[src/rtl/serial_add_sub_pkg.sv]
// Shared definitions for the bit-serial adder/subtractor: FSM state encoding
// and the bit-counter width helper.
package serial_add_sub_pkg;

  typedef enum logic [1:0] {
    IDLE = 2'd0,
    RUN  = 2'd1,
    DONE = 2'd2
  } state_e;

  // Counter must index bits 0..w-1; never let it collapse to zero bits.
  function automatic int cnt_width(input int w);
    return (w > 1) ? $clog2(w) : 1;
  endfunction

endpackage

[src/rtl/full_adder.sv]
// The team's 1-bit full-adder cell.
module full_adder (
  input  logic a,
  input  logic b,
  input  logic cin,
  output logic sum,
  output logic cout
);

  assign sum  = a ^ b ^ cin;
  assign cout = (a & b) | (a & cin) | (b & cin);

endmodule

[src/rtl/serial_add_sub.sv]
// Bit-serial WIDTH-bit adder/subtractor: one full-adder cell, LSB first,
// carry kept in a flop, parallel result with carry and overflow flags.
module serial_add_sub
  import serial_add_sub_pkg::*;
#(
  parameter int WIDTH = 8
) (
  input  logic             clk,
  input  logic             rst,
  input  logic             start,
  input  logic             sub,
  input  logic [WIDTH-1:0] a,
  input  logic [WIDTH-1:0] b,
  output logic             busy,
  output logic             done,
  output logic [WIDTH-1:0] result,
  output logic             cout,
  output logic             overflow
);

  localparam int               CNT_W = cnt_width(WIDTH);
  localparam logic [CNT_W-1:0] LAST  = CNT_W'(WIDTH - 1);

  state_e           state_q, state_d;
  logic [WIDTH-1:0] a_sh_q, a_sh_d;
  logic [WIDTH-1:0] b_sh_q, b_sh_d;
  logic [WIDTH-1:0] r_sh_q, r_sh_d;
  logic [WIDTH-1:0] result_q, result_d;
  logic [CNT_W-1:0] cnt_q, cnt_d;
  logic             carry_q, carry_d;
  logic             cout_q, cout_d;
  logic             ovf_q, ovf_d;
  logic             fa_sum, fa_cout;

  full_adder u_fa (
    .a    (a_sh_q[0]),
    .b    (b_sh_q[0]),
    .cin  (carry_q),
    .sum  (fa_sum),
    .cout (fa_cout)
  );

  // NOTE: every _d gets its hold value first so no path leaves it unassigned,
  // which would otherwise infer a latch.
  always_comb begin
    state_d  = state_q;
    a_sh_d   = a_sh_q;
    b_sh_d   = b_sh_q;
    r_sh_d   = r_sh_q;
    result_d = result_q;
    cnt_d    = cnt_q;
    carry_d  = carry_q;
    cout_d   = cout_q;
    ovf_d    = ovf_q;

    unique case (state_q)
      IDLE: begin
        if (start) begin
          state_d  = RUN;
          a_sh_d   = a;
          // Subtraction is a + ~b + 1: invert B and seed the carry with 1.
          b_sh_d   = b ^ {WIDTH{sub}};
          carry_d  = sub;
          cnt_d    = '0;
          result_d = '0;
          cout_d   = 1'b0;
          ovf_d    = 1'b0;
        end
      end
      RUN: begin
        a_sh_d  = a_sh_q >> 1;
        b_sh_d  = b_sh_q >> 1;
        r_sh_d  = {fa_sum, r_sh_q[WIDTH-1:1]};
        carry_d = fa_cout;
        cnt_d   = cnt_q + CNT_W'(1);
        if (cnt_q == LAST) begin
          state_d  = DONE;
          result_d = {fa_sum, r_sh_q[WIDTH-1:1]};
          cout_d   = fa_cout;
          // On the MSB step carry_q is exactly the carry into the MSB.
          ovf_d    = carry_q ^ fa_cout;
        end
      end
      DONE:    state_d = IDLE;
      default: state_d = IDLE;
    endcase
  end

  // NOTE: sequential state uses non-blocking assignments so every flop
  // samples pre-edge values regardless of statement order.
  always_ff @(posedge clk) begin
    if (rst) begin
      state_q  <= IDLE;
      a_sh_q   <= '0;
      b_sh_q   <= '0;
      r_sh_q   <= '0;
      result_q <= '0;
      cnt_q    <= '0;
      carry_q  <= 1'b0;
      cout_q   <= 1'b0;
      ovf_q    <= 1'b0;
    end else begin
      state_q  <= state_d;
      a_sh_q   <= a_sh_d;
      b_sh_q   <= b_sh_d;
      r_sh_q   <= r_sh_d;
      result_q <= result_d;
      cnt_q    <= cnt_d;
      carry_q  <= carry_d;
      cout_q   <= cout_d;
      ovf_q    <= ovf_d;
    end
  end

  assign busy     = (state_q == RUN);
  assign done     = (state_q == DONE);
  assign result   = result_q;
  assign cout     = cout_q;
  assign overflow = ovf_q;

endmodule

[config.mk]
export PLATFORM = sky130hd
export DESIGN_NAME = serial_add_sub
export DESIGN_NICKNAME = d
export VERILOG_FILES = /design/src/rtl/serial_add_sub_pkg.sv /design/src/rtl/full_adder.sv /design/src/rtl/serial_add_sub.sv
export SDC_FILE = /design/constraint.sdc
export NUM_CORES = 1
export LEC_CHECK = 0
export BUFFER_PORTS_ARGS = -buffer_cell sky130_fd_sc_hd__buf_2
export CAP_MARGIN = 20
export CORE_MARGIN = 2
export CORE_UTILIZATION = 57
export DETAILED_ROUTE_END_ITERATION = 8
export GPL_ROUTABILITY_DRIVEN = 0
export PLACE_DENSITY = 0.82
export SYNTH_ARGS = -nofsm -noshare
export SYNTH_HDL_FRONTEND = slang
export SYNTH_SLANG_ARGS = --single-unit
[constraint.sdc]
create_clock -name clk -period 2.1 [get_ports clk]
set_input_delay 0.21 -clock clk [delete_from_list [all_inputs] [get_ports clk]]
set_output_delay 0.21 -clock clk [all_outputs]
set_load 0.05 [all_outputs]
==> flow_summary.toml <==
[status]
outcome = "finished, final reports clean"

[layout]
fin_util = 0.682
nets = 221
diodes = 0
area_growth_pct = 15.4
post_route_cells_drive_above_1_share = 0.256
final.fill_count = 233

[timing]
fin_ws_ns = 0.132
finalSetupTns_ns = 0
maxSlewHeadroom = 0.659
min_period_over_period = 0.937
hold_violations = 0
clock.fmax_mhz = 508
fin_crit_ns = 1.97
finalClockSkew_ns = 0.00602
report.final.slew_viol_count = 0
grt_setup_unrepaired = "no"
setup_viol = 0
tightest_slew_ns = 0.510

[placed_design]
dpl.hpwl_um = 2370
post-place-ws_ns = 0.521
port_buffers = 31

[grt]
grt_first_pass_wirelength_um = 5360
top_usage_layer = "met2"
overflow = 0
grt_max_degree = 22
antenna_found_initial = 0
met2_usage = 0.379
grt.total_usage = 0.215
grt_util_met1 = 0.232
first_global_vias = 1253
met3_usage = 0.0839

[worst_setup_path]
cp-end-kind = "output pin"
critPathKind = "flop to output pin"
crit_required_ns = 1.89
startpoint_type = "flop"
cp.arrival_ns = 1.76
cp_max_fo = 20

[synthesis]
synth_most_common_cell = "dfxtp_1"
yosysWarnings = 0
ys.flop_type = "dfxtp_1"
synth_xor_area_frac = 0.0492
netlist.area_leader.share = 0.487
ys_types = 36
syn_nets = 190
synth_area_leaders = "dfxtp_1 (49%), a22oi_1 (5.2%), a21oi_1 (4.7%)"
synthCells = 167
synth.area.mux_share = 0.0156
async_flop_share = 0
synth_compound_area_frac = 0.250
synthAdderAreaFrac = 0.0281
syn_area_per_cell_um2 = 9.60
synth_top_family_by_area = "compound AO/OA/AOI/OAI gates"
yosys.area_share.simple = 0.113
ys_top_cells_by_count = "dfxtp_1 (39), nand2_1 (20), a21oi_1 (15), nor2_1 (13), a22oi_1 (11)"
ys_seq_area_frac = 0.487
ys_seq_elements = 39
synth-edff-count = 0
synth_area_um2 = 1600
yosysTopAreaCell = "dfxtp_1"

[power]
vdd_drop_max_v = 0.000615
power.leakage_nw = 0.758
cellPowerDensity_nw_per_um2 = 805
finalPower_mw = 1.49

[floorplan]
core-area_um2 = 2710
boundaryPins = 32
die_area_um2 = 3250
fp.dieH_um = 57.0
die_w_um = 57.0
rows = 19
initial_core_util = 0.591

[detailed_routing]
dr.pass1.iters = 4
final_antenna_net_count = 0
drtIter0Drc = 24
via_per_inst = 5.61
dr_total_vias = 1290
drc = 0
wl_per_cell_um = 13.8
wl_um = 3180

[cts]
clk_latency_ns = 0.35
cts.clk_slew.worst_paths_ns = 0.12
clock_path_buffers = 2
postCtsResizedCells = 0
htree_levels = 2
postCtsHoldBufs = 0
postCtsSetupBuffers = 0
root_buffer = "clkbuf_4"
clock-sinks = 39
numCtsBuffers = 5
cts_tree = "yes"

[hold_path]
hold_path_class = "primary input to flop"

[job]
cap_viol_max_count = 0
cell usage in the layout (no fill, tap or decap), drive strengths merged, types with 2 or more instances in the layout:
cell     count
nand2       20
o2bb2ai      2
buf         35
xnor2        8
a22o         7
a21oi       16
a22oi       11
clkbuf       6
clkinv       2
dfxtp       39
nand2b       2
ha           2
nor2        13
o22ai        7
inv          6
a211oi       8
power breakdown:
group	internal [mW]	leakage, nW	switching [mW]
clock network	0.281	0.0482	0.244
logic	0.0738	0.391	0.0952
registers	0.772	0.318	0.0219
total	1.13	0.758	0.361
sequential cells by signal, indices dropped and copies added, names as in the netlist:
name      flops
a_sh_q        8
b_sh_q        8
result        8
r_sh_q        7
cnt_q         3
state_q       2
carry_q       1
cout          1
overflow      1
metrics by stage:
step | instance area [µm²] | hold WS [ns] | cells
detailed placement | 1760 | 0.449 | 222
global placement | 1760 | 0.450 | 222
floorplan | 1600 | 0.351 | 167
finish | 1850 | 0.0900 | 230
CTS | 1850 | 0.0878 | 230
global route | 1850 | 0.0819 | 230
kinds of logic after synthesis:
group	after synthesis
AO/OA/AOI/OAI	56
XOR/XNOR	9
adder cells (fa/ha/maj)	3
buffers and inverters	18
flip-flops	39
multiplexers	2
AND/OR/NAND/NOR	40
worst max-delay path: stages (launching register included):
cell	delay, ns
dfxtp_1	0.57
nand2b_4	0.20
inv_2	0.30
buf_2	0.34
per-layer routing:
metal / part of all wire / up-vias / wire (µm)
met5: 0 / - / 0
met4: 0.023 / 0 / 72
met3: 0.055 / 9 / 175
met2: 0.51 / 36 / 1620
met1: 0.41 / 590 / 1310
li1: - / 655 / -
worst paths after layout:
path	from	slack, ns	end	depth (start not counted)
setup / recovery	state_q[0]	0.13	busy	3
hold reg to reg	r_sh_q[1]	0.47	r_sh_q[1]	2
setup reg to reg	cnt_q[0]	0.51	result[6]	6
hold / removal	a[4]	0.09	a_sh_q[4]	3
final cells by class:
class	count	area, µm²	area share
Clock buffer	6	51.3	0.0277
Tap cell	31	38.8	0.0210
Multi-Input combinational cell	110	731	0.395
Clock inverter	2	35.0	0.0189
Sequential cell	39	781	0.422
Inverter	7	27.5	0.0149
Timing Repair Buffer	35	185	0.100
Power figures use the tool's default switching activity.
